### config.mk
export PLATFORM = sky130hd
export DESIGN_NAME = icache_direct_mapped_flat
export DESIGN_NICKNAME = d
export VERILOG_FILES = /design/src/rtl/icache_direct_mapped_pkg.sv /design/src/rtl/icache_direct_mapped_if.sv /design/src/rtl/icache_frame_array.sv /design/src/rtl/icache_direct_mapped.sv /design/src/flat_wrapper.sv
export SDC_FILE = /design/constraint.sdc
export NUM_CORES = 1
export LEC_CHECK = 0
export ABC_AREA = 0
export CORE_ASPECT_RATIO = 0.75
export CORE_MARGIN = 2
export CORE_UTILIZATION = 40
export CTS_BUF_LIST = sky130_fd_sc_hd__clkbuf_4
export CTS_CLUSTER_DIAMETER = 120
export DETAILED_ROUTE_END_ITERATION = 6
export HOLD_SLACK_MARGIN = 0.03
export PLACE_DENSITY = 0.63
export SETUP_SLACK_MARGIN = 0.15
export SKIP_LAST_GASP = 1
export SLEW_MARGIN = 10
export SYNTH_ARGS = -nofsm -noshare
export SYNTH_HDL_FRONTEND = slang
export SYNTH_HIERARCHICAL = 1
export SYNTH_SLANG_ARGS = --single-unit
### constraint.sdc
create_clock -name CLK -period 5.7 [get_ports CLK]
set_input_delay 1.14 -clock CLK [delete_from_list [all_inputs] [get_ports CLK]]
set_output_delay 1.14 -clock CLK [all_outputs]
set_load 0.02 [all_outputs]
### src/rtl/icache_direct_mapped_pkg.sv
// ============================================================================
//  Module      : icache_direct_mapped_pkg
//  Description : Shared types and sizes for the direct-mapped instruction cache.
//  Revision    : 1.0 - initial release
// ============================================================================
`default_nettype none

package icache_direct_mapped_pkg;

    localparam int ITAG_W      = 26;
    localparam int IIDX_W      = 4;
    localparam int IBYT_W      = 2;
    localparam int ICACHE_SETS = 2 ** IIDX_W;

    typedef logic [31:0] word_t;

    typedef struct packed {
        logic [ITAG_W-1:0] tag;
        logic [IIDX_W-1:0] idx;
        logic [IBYT_W-1:0] bytoff;
    } icachef_t;

    typedef enum logic [0:0] {
        IC_IDLE = 1'b0,
        IC_MISS = 1'b1
    } icache_state_t;

    typedef struct packed {
        logic              valid;
        logic [ITAG_W-1:0] tag;
        word_t             data;
    } icache_frame_t;

endpackage

`default_nettype wire

### src/rtl/icache_direct_mapped_if.sv
// ============================================================================
//  Module      : icache_direct_mapped_if
//  Description : Fetch-side and memory-side signals of the instruction cache.
//  Revision    : 1.0 - initial release
// ============================================================================
`default_nettype none

interface icache_direct_mapped_if;
    import icache_direct_mapped_pkg::*;

    logic  imemREN;
    word_t imemaddr;
    logic  ihit;
    word_t imemload;
    logic  flush;
    logic  iREN;
    word_t iaddr;
    logic  iwait;
    word_t iload;

    // slave: the cache itself; master: fetch stage plus memory controller
    modport slave (
        input  imemREN, imemaddr, flush, iwait, iload,
        output ihit, imemload, iREN, iaddr
    );

    modport master (
        output imemREN, imemaddr, flush, iwait, iload,
        input  ihit, imemload, iREN, iaddr
    );

endinterface

`default_nettype wire

### src/rtl/icache_frame_array.sv
// ============================================================================
//  Module      : icache_frame_array
//  Description : Frame storage, async read / sync write; valid bits cleared by
//                reset (async) and flush (sync). Tag/data are never reset.
//  Revision    : 1.0 - initial release
// ============================================================================
`default_nettype none

module icache_frame_array
    import icache_direct_mapped_pkg::*;
#(
    parameter int NSETS = 16
) (
    input  wire logic              CLK,
    input  wire logic              RST,
    input  wire logic              flush,
    input  wire logic [IIDX_W-1:0] rd_idx,
    output icache_frame_t          rd_frame,
    input  wire logic              wr_en,
    input  wire logic [IIDX_W-1:0] wr_idx,
    input  wire logic [ITAG_W-1:0] wr_tag,
    input  word_t                  wr_data
);

    logic [NSETS-1:0]  valid;
    logic [ITAG_W-1:0] tags  [NSETS];
    word_t             datas [NSETS];

    // flush beats a simultaneous fill so the filled frame stays invalid
    always_ff @(posedge CLK or posedge RST) begin
        if (RST) begin
            valid <= '0;
        end else if (flush) begin
            valid <= '0;
        end else if (wr_en) begin
            valid[wr_idx] <= 1'b1;
        end
    end

    always_ff @(posedge CLK) begin
        if (wr_en) begin
            tags[wr_idx]  <= wr_tag;
            datas[wr_idx] <= wr_data;
        end
    end

    always_comb begin
        rd_frame       = '0;
        rd_frame.valid = valid[rd_idx];
        rd_frame.tag   = tags[rd_idx];
        rd_frame.data  = datas[rd_idx];
    end

endmodule

`default_nettype wire

### src/rtl/icache_direct_mapped.sv
// ============================================================================
//  Module      : icache_direct_mapped
//  Description : Direct-mapped 1-word-block icache: hit compare, miss FSM.
//                Define ICACHE_STATS_EN to add saturating hit/miss counters.
//  Revision    : 1.0 - initial release
// ============================================================================
`default_nettype none

module icache_direct_mapped
    import icache_direct_mapped_pkg::*;
#(
    parameter int NSETS = 16
) (
    input  wire logic             CLK,
    input  wire logic             RST,
    icache_direct_mapped_if.slave bus
`ifdef ICACHE_STATS_EN
    ,
    output word_t                 hit_count,
    output word_t                 miss_count
`endif
);

    if (NSETS != ICACHE_SETS) begin : g_nsets_check
        $error("icache_direct_mapped: NSETS must equal 2**IIDX_W");
    end

    icachef_t      fa;
    icache_state_t state;
    icache_state_t state_next;
    icache_frame_t rd_frame;
    logic [29:0]   miss_word;
    logic          hit;
    logic          fill;
    logic          take_miss;
    logic          iren;
    logic          unused_bytoff;

    assign fa            = bus.imemaddr;
    assign unused_bytoff = ^fa.bytoff;

    icache_frame_array #(
        .NSETS (NSETS)
    ) u_frames (
        .CLK      (CLK),
        .RST      (RST),
        .flush    (bus.flush),
        .rd_idx   (fa.idx),
        .rd_frame (rd_frame),
        .wr_en    (fill),
        .wr_idx   (miss_word[IIDX_W-1:0]),
        .wr_tag   (miss_word[29:IIDX_W]),
        .wr_data  (bus.iload)
    );

    assign hit          = bus.imemREN && (state == IC_IDLE) && rd_frame.valid
                          && (rd_frame.tag == fa.tag);
    assign bus.ihit     = hit;
    assign bus.imemload = hit ? rd_frame.data : '0;
    assign bus.iREN     = iren;
    assign bus.iaddr    = {miss_word, 2'b00};

    always_ff @(posedge CLK or posedge RST) begin
        if (RST) begin
            state     <= IC_IDLE;
            miss_word <= '0;
        end else begin
            state <= state_next;
            if (take_miss) begin
                miss_word <= bus.imemaddr[31:2];
            end
        end
    end

    // The fill always targets the latched miss_word, so a fetch redirect
    // during IC_MISS is re-examined only once back in IC_IDLE.
    always_comb begin
        state_next = state;
        iren       = 1'b0;
        fill       = 1'b0;
        take_miss  = 1'b0;
        case (state)
            IC_IDLE: begin
                if (bus.imemREN && !hit && !bus.flush) begin
                    take_miss  = 1'b1;
                    state_next = IC_MISS;
                end
            end
            IC_MISS: begin
                iren = 1'b1;
                if (!bus.iwait) begin
                    fill       = 1'b1;
                    state_next = IC_IDLE;
                end
            end
            default: state_next = IC_IDLE;
        endcase
    end

`ifdef ICACHE_STATS_EN
    always_ff @(posedge CLK or posedge RST) begin
        if (RST) begin
            hit_count  <= '0;
            miss_count <= '0;
        end else begin
            if (hit && (hit_count != 32'hFFFF_FFFF)) begin
                hit_count <= hit_count + 32'd1;
            end
            if (take_miss && (miss_count != 32'hFFFF_FFFF)) begin
                miss_count <= miss_count + 32'd1;
            end
        end
    end
`endif

endmodule

`default_nettype wire

### src/flat_wrapper.sv
// flat-port wrapper written by rule: the top's interface ports become plain ports
module icache_direct_mapped_flat import icache_direct_mapped_pkg::*;
#(
    parameter int NSETS = 16
)
  (CLK, RST, bus_imemREN, bus_imemaddr, bus_flush, bus_iwait, bus_iload, bus_ihit, bus_imemload, bus_iREN, bus_iaddr);
  icache_direct_mapped_if bus_i ();
  input  wire logic CLK;
  input  wire logic RST;
  input wire logic [$bits(bus_i.imemREN)-1:0] bus_imemREN;
  input wire logic [$bits(bus_i.imemaddr)-1:0] bus_imemaddr;
  input wire logic [$bits(bus_i.flush)-1:0] bus_flush;
  input wire logic [$bits(bus_i.iwait)-1:0] bus_iwait;
  input wire logic [$bits(bus_i.iload)-1:0] bus_iload;
  output wire logic [$bits(bus_i.ihit)-1:0] bus_ihit;
  output wire logic [$bits(bus_i.imemload)-1:0] bus_imemload;
  output wire logic [$bits(bus_i.iREN)-1:0] bus_iREN;
  output wire logic [$bits(bus_i.iaddr)-1:0] bus_iaddr;
  assign bus_i.imemREN = bus_imemREN;
  assign bus_i.imemaddr = bus_imemaddr;
  assign bus_i.flush = bus_flush;
  assign bus_i.iwait = bus_iwait;
  assign bus_i.iload = bus_iload;
  assign bus_ihit = bus_i.ihit;
  assign bus_imemload = bus_i.imemload;
  assign bus_iREN = bus_i.iREN;
  assign bus_iaddr = bus_i.iaddr;
  icache_direct_mapped #(.NSETS(NSETS)) u_core (.CLK(CLK), .RST(RST), .bus(bus_i));
endmodule
==> key figures, run 1 <==
CTS
  • CTS tree: built
  • Clk_lat worst skew: about 1100 ps
  • Clock sink count: roughly 980
  • Total CTS buffers: approximately 230
  • Max H-tree Level: 4
  • Root buffer cell: clkbuf_4
  • Clock buffer depth: 3
  • Clock slew seen by the registers of the worst setup and hold paths: ~60 ps

Detailed routing
  • ANT nets after route: 0
  • Drc violations: 0
  • Routed vias: about 19,000
  • Final WL: 87,800 um
  • Drt pass-1 iters: 5
  • Vias per cell: between 5 and 6
  • DRT iter0 DRCs: approximately 1,600
  • WL/cell: 25.4 um

Critical path
  • Critical path capture point type: output pin
  • Worst setup path class: primary input to output pin
  • Crit path max fanout: 13
  • Worst path max stage delay: a little over 600 ps
  • CP max stage cell: or4_4
  • Req. time, crit path: 4560 ps
  • Cells on worst reg2reg path: 9
  • Crit path cell chain: buf_12 -> bufbuf_16 -> mux4_2 -> a22oi_1 -> nand2_1 -> xor2_1 -> or4_4 -> nor4_4 -> buf_6 -> clkbuf_16 -> and2_1 -> clkdlybuf4s15_2
  • Crit path launch type: primary input
  • WP data arrival: approximately 4300 ps

Layout
  • Final Non-Filler Cells: approximately 3,500
  • P&R area growth vs syn: 18.8%
  • Finished Cell Area: 0.0441 sq mm
  • Nets: around 2,100
  • Layout cells sized above 1: about 36%
  • Util after Layout: between 40% and 50%

Global route
  • M3 GR Usage: under 10%
  • GRT Max-Usage Layer: met2
  • GR met2 Demand/Resource: 30.2%
  • Total track usage: about 19%
  • Number of global-route vias before repair: 19,700
  • Largest net degree at the start of global routing: 59
  • Initial antenna violation count: 6
  • First-pass GRT wire length: 128,000 um
  • Grt total ovfl: 0
  • Met1 usage: 24.6%

Placement
  • Dpl cell area: 0.0410 sq mm
  • Placed cell count: roughly 3,000
  • Port buffer count: 130
  • Final HPWL DP: roughly 48,000 um
  • GP Congestion: approximately 0.77

Power
  • Internal power: 11,600 uW
  • Clock power share: between 30% and 40%
  • NetSw: about 3500 uW
  • Sw Ratio: between 20% and 30%
  • VDD IR max: ~190 uV
  • Static leakage: roughly 0.014 uW
  • Power per Cell Area: 342 mW/mm^2
  • Combinational share of power: between 6 and 7%
  • Flop pwr share: 55.8%

Run
  • Max-cap violations: 0

Worst hold path
  • HP Class: primary input to register
  • Min-Delay Path Depth: 2

Timing
  • Sum Neg Setup Slack: 0 ps
  • Final hold vios: 0
  • Post-route minimum period: approximately 5400 ps
  • Slew margin rel.: around 30%
  • Final Skew: approximately 90 ps
  • Slew @ Worst Pin: roughly 1100 ps
  • RSZ-0062 raised after global routing: false
  • Final setup vio count: 0
  • Period utilisation layout: roughly 95%
  • Final Hold Slack: between 400 and 500 ps
  • Final max-slew violation count: 0
  • Fmax: ~0.19 GHz

Floorplanning
  • Initial Utilization: ~40%
  • Die H: 268 um
  • Die ar.: between 0.09 and 0.1 sq mm
  • Row count: between 90 and 100
  • IO Pins: about 140
  • Core area: between 0.09 and 0.1 sq mm
  • Die W: around 360 um

Yosys
  • Async SR Flop Fraction: under 10%
  • Synth top area share: 75.0%
  • Synth warn: 6
  • Cell variety after synth: 35
  • Synth Cell Area: 0.0371 sq mm
  • Most frequent cell after synthesis: edfxtp_1
  • Dominant cells by area after synthesis: edfxtp_1 (75%), mux4_2 (14%), dfrtp_1 (3.2%)
  • Number of synthesized register bits: ~980
  • Synthesized area per cell: 22.4 sq um
  • Register area share after synthesis: 78.2%
  • Largest area contributor in the netlist: edfxtp_1
  • Cells after Synth: between 1,500 and 2,000
  • Most used DFF post-synth: edfxtp_1
  • EDFF count, synth: slightly above 900
  • Most frequent cells after synthesis: edfxtp_1 (928), mux4_2 (236), a22oi_1 (118)

Run status
  • Status: finished, final reports clean
==> routing by layer <==
metal | vias up | share of wire (%)
li1 | 7958 | -
met1 | 9925 | 42
met2 | 685 | 49
met3 | 132 | 6.7
met4 | 2 | 1.8
met5 | - | 0.018
==> critical path, delay by kind of cell <==
family / cells / cell delay (ps)
simple gates: 4 / 990
mux: 1 / 520
compound gates: 1 / 200
buf+inv: 5 / 1160
xor+xnor: 1 / 210
==> cell families (layout without fill, tap and decap cells) <==
family                    after synthesis  after routing  synth area share, %
AOI/OAI and AO/OA                     136            136                 2.66
xor gates and xnor gates               26             26                0.613
buffers and inverters                  93            662                 1.19
DFF                                   975            975                 78.2
muxes                                 266            266                 15.2
other                                   1             10               0.0101
and+or+nand+nor                       159            159                 2.10
==> per-stage QoR <==
| stage | total power, uW | setup slack (ps) |
|---|---|---|
| 2_1_floorplan | 9020 | 731 |
| 6_report | 15100 | 297 |
| 5_1_grt | 15700 | 161 |
| 3_5_place_dp | 9620 | -294 |
| 3_3_place_gp | 9570 | -273 |
| 4_1_cts | 15300 | 168 |
==> state kept, by name, indices dropped and copies added, names as in the netlist <==
| signal | flops |
|---|---|
| u_core/u_frames/datas | 512 |
| u_core/u_frames/tags | 416 |
| u_core/state | 1 |
| u_core/u_frames/valid | 16 |
| u_core/miss_word | 30 |
==> layout make-up <==
cell class                      instances  area [sq um]
Multi-Input combinational cell        589          7890
Fill cell                            7576         47700
Inverter                                2          7.51
Timing Repair Buffer                  258          2650
Clock inverter                         75           517
Tap cell                             1225          1530
Sequential cell                       975         29000
Clock buffer                          327          2450
Antenna cell                            8          20.0
==> repair_timing <==
item,in CTS,in global routing
pin swaps,5,3
hold buffers,0,0
gates cloned,2,2
buffers inserted,4,0
endpoints found under the setup margin,33,33
gates resized for setup,73,44
==> power groups by stage <==
stage / sequential (uW) / combinational, uW / clock (uW)
after CTS: 8420 / 1050 / 5810
after global placement: 8550 / 1030 / 0
after floorplan: 8530 / 493 / 0
after detailed placement: 8580 / 1040 / 0
after global routing: 8450 / 1110 / 6170
final: 8420 / 1040 / 5630
==> worst paths after layout <==
kind                                                  start                        to  slack [ps]
worst max-delay path                        bus_imemaddr[2]          bus_imemload[25]         300
worst min-delay path                        bus_imemaddr[2]       u_core/miss_word[0]         420
worst min register to register     u_core/u_frames/valid[4]  u_core/u_frames/valid[4]         510
max in group asynchronous                               RST      u_core/miss_word[10]        4300
min in group asynchronous                               RST      u_core/miss_word[24]         600
worst max register to register  u_core/u_frames/tags[11][6]      u_core/miss_word[10]        2320
==> placed cells by master, fill, tap and decap left out, types with 3 or more instances in the layout <==
master,Yosys,routed
nor2_1,30,17
mux4_2,236,236
nor2_4,0,13
nand3b_1,3,3
mux2_2,27,27
nor3_4,0,4
clkdlybuf4s15_2,0,15
nor4_2,1,5
dlygate4sd2_1,0,3
bufinv_16,0,8
dfrtp_1,47,47
clkinv_1,0,57
nor4_1,9,4
and2_1,33,32
clkbuf_4,0,327
a22oi_2,0,3
diode_2,0,8
buf_4,3,95
a22oi_1,118,115
nor2b_1,5,3
mux2_1,3,3
edfxtp_1,928,928
buf_12,0,26
xor2_1,23,23
buf_16,0,3
a31oi_1,4,4
a21oi_1,12,12
clkdlybuf4s50_1,0,93
clkinv_2,0,4
nand2_1,61,60
clkbuf_2,0,17
Note: power is estimated with default switching activity, not from simulation.
==> inputs of run 2 (changes only) <==
--- a/config.mk
+++ b/config.mk
@@ -5,7 +5,6 @@
 export SDC_FILE = /design/constraint.sdc
 export NUM_CORES = 1
 export LEC_CHECK = 0
-export ABC_AREA = 0
 export CORE_ASPECT_RATIO = 0.75
 export CORE_MARGIN = 2
 export CORE_UTILIZATION = 40
==> results of run 2 <==
Final layout, timing and power as in run 1 (identical DEF).
